<file path="config.mk">
export PLATFORM = sky130hd
export DESIGN_NAME = pipe_hazard_ctrl
export DESIGN_NICKNAME = d
export VERILOG_FILES = /design/src/rtl/pipe_hazard_ctrl.sv
export SDC_FILE = /design/constraint.sdc
export NUM_CORES = 1
export LEC_CHECK = 0
export BUFFER_PORTS_ARGS = -buffer_cell sky130_fd_sc_hd__buf_2
export CORE_UTILIZATION = 28
export CTS_BUF_LIST = sky130_fd_sc_hd__clkbuf_4 sky130_fd_sc_hd__clkbuf_8
export CTS_CLUSTER_SIZE = 30
export DETAILED_ROUTE_END_ITERATION = 8
export PLACE_DENSITY = 0.57
export SYNTH_ARGS = -nofsm -noshare
export SYNTH_HDL_FRONTEND = slang
export SYNTH_SLANG_ARGS = --single-unit
</file>
<file path="constraint.sdc">
create_clock -name clk -period 2.5 [get_ports clk]
set_input_delay 0.75 -clock clk [delete_from_list [all_inputs] [get_ports clk]]
set_output_delay 0.75 -clock clk [all_outputs]
set_load 0.01 [all_outputs]
</file>
<file path="src/rtl/pipe_hazard_ctrl.sv">
// Stall/flush sequencer for the 5-stage pipeline.
// Drives per-register en/clr from hazard and dmem-wait events.
module pipe_hazard_ctrl #(
  parameter int TIMEOUT_CYCLES = 255,
  parameter int CNT_W          = 8
) (
  input  logic        clk,
  input  logic        rst_n,
  input  logic [4:0]  Rs1D,
  input  logic [4:0]  Rs2D,
  input  logic [4:0]  RdE,
  input  logic        MemToRegE,
  input  logic        BranchTakenE,
  input  logic        DmemReqM,
  input  logic        DmemReadyM,
  output logic        EnF,
  output logic        EnD,
  output logic        ClrD,
  output logic        EnE,
  output logic        ClrE,
  output logic        EnM,
  output logic        ClrM,
  output logic        EnW,
  output logic        ClrW,
  output logic        DmemAbort,
  output logic [31:0] StallCycles
);

  typedef enum logic [1:0] {
    RUN      = 2'd0,
    MEM_WAIT = 2'd1,
    ABORT    = 2'd2
  } state_t;

  localparam logic [CNT_W-1:0] LP_LAST =
    CNT_W'(TIMEOUT_CYCLES - 2);

  state_t            r_state;
  state_t            w_next;
  logic [CNT_W-1:0]  r_wait_cnt;
  logic              r_abort;
  logic [31:0]       r_stall_cnt;

  logic w_memstall;
  logic w_loaduse;
  logic w_sel_rst;
  logic w_sel_abt;
  logic w_sel_ms;
  logic w_sel_br;
  logic w_sel_lu;

  assign w_memstall = (r_state != ABORT)
                    & DmemReqM & ~DmemReadyM;

  assign w_loaduse = MemToRegE & (RdE != 5'd0)
                   & ((RdE == Rs1D) | (RdE == Rs2D));

  // One-hot selects: reset > abort > memstall > branch > load-use
  assign w_sel_rst = ~rst_n;
  assign w_sel_abt = rst_n & (r_state == ABORT);
  assign w_sel_ms  = rst_n & w_memstall;
  assign w_sel_br  = rst_n & ~w_sel_abt & ~w_memstall
                   & BranchTakenE;
  assign w_sel_lu  = rst_n & ~w_sel_abt & ~w_memstall
                   & ~BranchTakenE & w_loaduse;

  // Zero-latency enable/clear decode
  always_comb begin
    EnF  = 1'b1;
    EnD  = 1'b1;
    EnE  = 1'b1;
    EnM  = 1'b1;
    EnW  = 1'b1;
    ClrD = 1'b0;
    ClrE = 1'b0;
    ClrM = 1'b0;
    ClrW = 1'b0;
    unique case (1'b1)
      w_sel_rst: begin
        ClrD = 1'b1;
        ClrE = 1'b1;
        ClrM = 1'b1;
        ClrW = 1'b1;
      end
      w_sel_abt: begin
        EnF  = 1'b0;
        ClrD = 1'b1;
        ClrE = 1'b1;
        ClrM = 1'b1;
        ClrW = 1'b1;
      end
      w_sel_ms: begin
        EnF  = 1'b0;
        EnD  = 1'b0;
        EnE  = 1'b0;
        EnM  = 1'b0;
        ClrW = 1'b1;
      end
      w_sel_br: begin
        ClrD = 1'b1;
        ClrE = 1'b1;
      end
      w_sel_lu: begin
        EnF  = 1'b0;
        EnD  = 1'b0;
        ClrE = 1'b1;
      end
      default: begin
        EnF  = 1'b1;
      end
    endcase
  end

  // Next-state logic for the dmem wait sequencer
  always_comb begin
    w_next = r_state;
    unique case (r_state)
      RUN: begin
        if (w_memstall) w_next = MEM_WAIT;
      end
      MEM_WAIT: begin
        if (!w_memstall)
          w_next = RUN;
        else if (r_wait_cnt == LP_LAST)
          w_next = ABORT;
      end
      ABORT: w_next = RUN;
      default: w_next = RUN;
    endcase
  end

  // State, wait counter and registered abort pulse
  always_ff @(posedge clk or negedge rst_n) begin
    if (!rst_n) begin
      r_state    <= RUN;
      r_wait_cnt <= '0;
      r_abort    <= 1'b0;
    end else begin
      r_state <= w_next;
      r_abort <= (w_next == ABORT);
      if (r_state == RUN && w_memstall)
        r_wait_cnt <= '0;
      else if (r_state == MEM_WAIT && w_memstall)
        r_wait_cnt <= r_wait_cnt + 1'b1;
    end
  end

  // Saturating count of fetch-stalled cycles
  always_ff @(posedge clk or negedge rst_n) begin
    if (!rst_n)
      r_stall_cnt <= '0;
    else if (!EnF && r_stall_cnt != 32'hFFFF_FFFF)
      r_stall_cnt <= r_stall_cnt + 32'd1;
  end

  assign DmemAbort   = r_abort;
  assign StallCycles = r_stall_cnt;

endmodule

</file>
==> flow_summary.json, run 1 <==
{
  "synth_cells": 238,
  "ys_async_sr_fraction_pct": 100.0,
  "yosysWarnings": 0,
  "powerDensity_nw_per_um2": 520.0,
  "die_width_um": 95.33,
  "pre_cts_slack_ns": -0.2055,
  "clk_latency_ns": 0.30,
  "syn2layout_area_growth_pct": 29.50,
  "clk_pin_slew_ns": 0.08,
  "rsz0062_at_grt": "true",
  "globalRoute.totalOverflow": 0,
  "grt_pass1_vias": 1931,
  "antenna_found_initial": 0,
  "diodes": 0,
  "critical_path_required_ns": 1.75,
  "drt_first_pass_iters": 4,
  "arrival_ns": 1.91,
  "grt_pass1_wl_um": 8928,
  "dp_hpwl_um": 4125,
  "leakage_nw": 1.512,
  "gr-max-usage-layer": "met2",
  "min_path_type": "reg -> reg",
  "antenna_left": 0,
  "drt-total-wl_um": 5431,
  "placeableCoreArea_sq_um": 8341,
  "setup_viol": 3,
  "tightestPinTransition_ns": 0.5436,
  "worstSetupEndpointType": "output pin",
  "cts_setup_buffers": 0,
  "root_buffer": "clkbuf_8",
  "nNetsFinal": 341,
  "fin_ws_ns": -0.1606,
  "synth_nets": 262,
  "vias_per_cell": 4.636,
  "synth.avg_cell_area_sq_um": 10.25,
  "synth_area_sq_um": 2439,
  "crit_path_start_kind": "input pin",
  "start_util_pct": 29.24,
  "critical_path_class": "in -> out",
  "fin_skew_ns": 0.008385,
  "die_h_um": 95.33,
  "use_met1_pct": 16.27,
  "use_met2_pct": 21.01,
  "worstPathMaxFanout": 2,
  "io_pins": 63,
  "hold_viol": 0,
  "ys.flop_type": "dfrtp_1",
  "grt_max_degree": 44,
  "die_area_sq_um": 9087,
  "outcome": "finished, violations left",
  "place.gp.congestion": 0.7956,
  "cts_tree": "built",
  "synth_edf_count": 0,
  "slew_viol_final": 0,
  "drt-wirelength-per-cell_um": 12.84,
  "use_met3_pct": 3.668,
  "ys_ff_latch": 43,
  "seq_area_frac_synth_pct": 44.13,
  "drc_errors": 0,
  "numCtsBuffers": 5,
  "clockBufferDepth": 2,
  "vdd_drop_max_uv": 305.9,
  "synth_cell_types": 42,
  "period_minus_slack_ns": 2.661,
  "slew_headroom_pct": 63.43,
  "failed_checks": "negative setup slack",
  "cts.sinks": 43,
  "max_cap_viol_count": 0,
  "first_iter_violations": 48,
  "holdWs_ns": 0.4910,
  "drive_above_1_share_pct": 36.16,
  "grtUsageTotal_pct": 12.66,
  "std_cell_rows": 33,
  "cts_htree_levels": 2,
  "fmax_mhz": 375.9,
  "period_share_pct": 106.4,
  "portBuffers": 61,
  "via_count": 1961
}
stage by stage:
stage	total power [mW]	util (%)	cells	TNS, ns	instance area (sq um)
2_1_floorplan	0.8926	-	238	0	2452
4_1_cts	1.659	37.38	423	-0.4334	3118
6_report	1.642	37.86	423	-0.4062	3158
5_1_grt	1.726	37.86	423	-0.5154	3158
3_3_place_gp	0.9970	35.54	415	-0.5382	2964
3_5_place_dp	1.000	35.54	415	-0.5595	2964
worst max-delay path, stage by stage:
cell and delay, ns:
buf_6 0.10, or4_4 0.54, nor2_4 0.13, nor3_2 0.05, nand2_1 0.10, and2_1 0.13, buf_2 0.12
layout make-up:
type,count,area [sq um]
Timing Repair Buffer,78,451.7
Clock inverter,2,60.06
Inverter,2,7.507
Multi-Input combinational cell,187,1355
Clock buffer,6,76.32
Fill cell,859,5182
Sequential cell,43,1076
Tap cell,105,131.4
synthesized netlist by cell type (2+ instances only):
library cell  count  area [sq um]
dfrtp_1          43          1076
xnor2_1          30         262.8
nand2_1          29         108.9
nand3_1          22         110.1
xor2_1           13         113.9
nand4_1          11         68.82
nor2_1            9         33.78
and2_1            7         43.79
and3_1            7         43.79
nor3_1            7         35.03
nor3_2            6         60.06
and4_1            5         43.79
o21ai_0           5         25.02
buf_4             4         30.03
nand2b_1          4         25.02
ha_1              3         37.54
buf_6             2         22.52
inv_1             2         7.510
nand3_4           2         35.03
nor2b_1           2         12.51
nor4_1            2         12.51
o31ai_1           2         15.01
or3_1             2         12.51
where the power goes:
part	switching, mW	leakage [nW]	internal, mW
combinational	0.122	0.848	0.106
clock	0.237	0.0688	0.410
sequential	0.0430	0.595	0.723
total	0.402	1.51	1.24
kinds of logic (layout without fill, tap and decap cells):
group / after synthesis / in the layout / synth area share [%]
other: 1 / 1 / 0.1538
adder cells (fa/ha/maj): 3 / 3 / 1.539
multiplexers: 1 / 1 / 0.4105
XOR/XNOR: 43 / 43 / 15.44
AO/OA/AOI/OAI: 14 / 14 / 4.566
buffers and inverters: 8 / 88 / 2.463
AND/OR/NAND/NOR: 125 / 125 / 31.30
flip-flops: 43 / 43 / 44.13
registers in the layout, summed over array words and instances, names as in the netlist:
name / cells
r_state: 2
r_wait_cnt: 8
DmemAbort: 1
StallCycles: 32
worst paths after layout:
check	startpoint	endpoint	slack [ns]	cells after the start
max	RdE[3]	EnD	-0.16	7
min	StallCycles[27]	StallCycles[27]	0.49	1
max reg2reg	StallCycles[0]	StallCycles[19]	0.47	7
min reg2reg	StallCycles[27]	StallCycles[27]	0.49	1
max in group asynchronous	rst_n	StallCycles[11]	1.53	2
min in group asynchronous	rst_n	StallCycles[22]	0.60	2
layer usage:
metal / wire (um) / vias up
met5: 0 / -
met1: 2485 / 921
met3: 321 / 8
met4: 54 / 0
li1: - / 989
met2: 2568 / 43
cell usage in the layout, fill, tap and decap left out, types with 3 or more instances in the layout:
cell       n
buf_2     58
dfrtp_1   43
nand2_1   29
xnor2_1   27
nand3_1   21
buf_4     17
xor2_1    13
nand4_1   11
nor2_1     8
nor3_2     7
and3_1     7
nor3_1     6
and2_1     6
and4_1     5
o21ai_0    5
clkbuf_8   5
nand2b_1   4
xnor2_2    3
ha_1       3
buf_6      3
what timing repair did:
action                     4_1_cts  5_1_grt
resized for setup                3        6
pin swaps                        4        5
cloned                           0        0
hold buffers                     0        0
setup endpoints to repair        3        3
(Power assumes the default switching activity.)
==> run 2, diff against run 1 <==
==> constraint.sdc (replaced) <==
create_clock -name clk -period 2.5 [get_ports clk]
set_input_delay 0 -clock clk [delete_from_list [all_inputs] [get_ports clk]]
set_output_delay 0 -clock clk [all_outputs]
set_load 0.01 [all_outputs]
==> run 2 against run 1 <==
  * The run now ends clean
  * Non-clock buffer count is 14 lower
  * Worst setup slack better by 0.53 ns
  * Core utilization is 2.7 points lower
  * Hold slack worse by 0.33 ns
  * Sequential cell count stayed put
  * Via count is 1.3% lower
  * Critical endpoint is now StallCycles[12]
  * Largest cell class unchanged
  * Largest power group unchanged
  * Highest routed layer unchanged
==> flow_summary.json, run 2 (synthesis gave the netlist of run 1 again) <==
{
  "diodes": 0,
  "cp_common_cell": "and4_1",
  "start_util_pct": 29.24,
  "postPlaceCellArea_sq_um": 2838,
  "stdcell_area_sq_um": 2937,
  "numCtsBuffers": 5,
  "setup_viol": 0,
  "max_cap_viol_count": 0,
  "hold_viol": 0,
  "pre_cts_slack_ns": 0.3478,
  "via_count": 1935,
  "syn2layout_area_growth_pct": 20.42,
  "clk_pin_slew_ns": 0.09,
  "crit_chain": "ha_1 > and4_1 > and4_1 > nand3_1 > nand3_4 > or3_1 > xnor2_1",
  "clk_latency_ns": 0.30,
  "min_path_type": "in -> reg",
  "die_h_um": 95.33,
  "fmax_mhz": 468.4,
  "cts_setup_buffers": 0,
  "grt_pass1_vias": 1797,
  "leakage_nw": 1.386,
  "critical_path_class": "reg -> reg",
  "powerDensity_nw_per_um2": 478.8,
  "fin_util_pct": 35.21,
  "worstPathMaxFanout": 16,
  "globalRoute.totalOverflow": 0,
  "place.gp.congestion": 0.7797,
  "fin_ws_ns": 0.3652,
  "first_iter_violations": 60,
  "placeableCoreArea_sq_um": 8341,
  "cp_slowest_cell": "or3_1",
  "clockBufferDepth": 2,
  "layout_common_cells": "buf_2, dfrtp_1, xnor2_1",
  "crit_path_start_kind": "flip-flop",
  "dp_hpwl_um": 4055,
  "std_cell_rows": 33,
  "cts_htree_levels": 2,
  "slew_headroom_pct": 60.33,
  "tightestPinTransition_ns": 0.5896,
  "drc_errors": 0,
  "grt_max_degree": 46,
  "holdWs_ns": 0.1598,
  "largest_reg_flops": 32,
  "critical_path_required_ns": 2.69,
  "max_stage_delay_ns": 0.45,
  "die_width_um": 95.33,
  "nNetsFinal": 327,
  "antenna_found_initial": 0,
  "drive_above_1_share_pct": 29.61,
  "root_buffer": "clkbuf_8",
  "drt-wirelength-per-cell_um": 12.83,
  "antenna_left": 0,
  "vias_per_cell": 4.731,
  "period_minus_slack_ns": 2.135,
  "grt_pass1_wl_um": 8507,
  "cts.sinks": 43,
  "drt-total-wl_um": 5247,
  "portBuffers": 61,
  "drt_first_pass_iters": 4,
  "fin_skew_ns": 0.01467,
  "slew_viol_final": 0,
  "crit_family": "simple AND/OR/NAND/NOR gates",
  "die_area_sq_um": 9087,
  "arrival_ns": 2.32,
  "period_share_pct": 85.39,
  "vdd_drop_max_uv": 294.9,
  "layout_commonest_cell": "buf_2",
  "io_pins": 63,
  "totalNegativeSetupSlack_ns": 0,
  "worstSetupEndpointType": "flip-flop",
  "crit_buf_inv": 0,
  "grtUsageTotal_pct": 12.02,
  "rsz0062_at_grt": "false",
  "cts_tree": "built",
  "outcome": "finished, final reports clean"
}
==> run 2: changes by cell type in the layout (fill, tap and decap cells not counted), sizes merged <==
cell         before  now
buf              78   63
clkbuf            6    5
dlygate4sd3       0    1
bufinv            2    0
clkinvlp          0    2
clkinv            0    1
==> run 2: report_power, final <==
group	switching [mW]	internal, mW
clock	0.246	0.195
combinational	0.114	0.0858
sequential	0.0423	0.723
==> run 2: cell type report <==
cell class | count | area [sq um]
well taps | 105 | 131.4
clock inverters | 3 | 20.02
repair buffers | 64 | 330.3
flip-flops and latches | 43 | 1076
inverters | 2 | 7.507
clock buffers | 5 | 68.82
fillers | 866 | 5404
multi-input cells | 187 | 1303
==> run 2: layer usage <==
layer / vias up / global-route usage [%] / share of wire (%)
li1: 959 / - / -
met1: 926 / 16.29 / 48
met2: 43 / 19.29 / 46
met3: 7 / 2.951 / 4.8
met4: 0 / 2.652 / 0.88
met5: - / 0 / 0
==> run 2: final timing paths <==
check	endpoint	cells past startpoint	from	slack, ns
worst min-delay path	r_state[0]	4	DmemReadyM	0.16
worst max-delay path	StallCycles[12]	7	StallCycles[0]	0.37
min in group asynchronous	r_wait_cnt[4]	3	rst_n	0.37
max in group asynchronous	StallCycles[2]	3	rst_n	1.75
worst min register to register	StallCycles[13]	1	StallCycles[13]	0.49
worst max register to register	StallCycles[12]	7	StallCycles[0]	0.37
==> run 2: stage by stage <==
stage	std cells	power, mW
after floorplan	238	0.8910
after global placement	400	0.9819
after detailed placement	400	0.9836
after CTS	409	1.428
after global routing	409	1.487
final	409	1.406
==> run 2: what timing repair did <==
item | 4_1_cts | 5_1_grt
resized for setup | 0 | 0
hold endpoints to repair | 43 | 0
hold buffers | 1 | 0
==> run 2: worst register-to-register path, stage by stage, from the launching register on <==
cell	delay, ns
dfrtp_1	0.43
ha_1	0.25
and4_1	0.16
and4_1	0.20
nand3_1	0.16
nand3_4	0.25
or3_1	0.46
xnor2_1	0.13
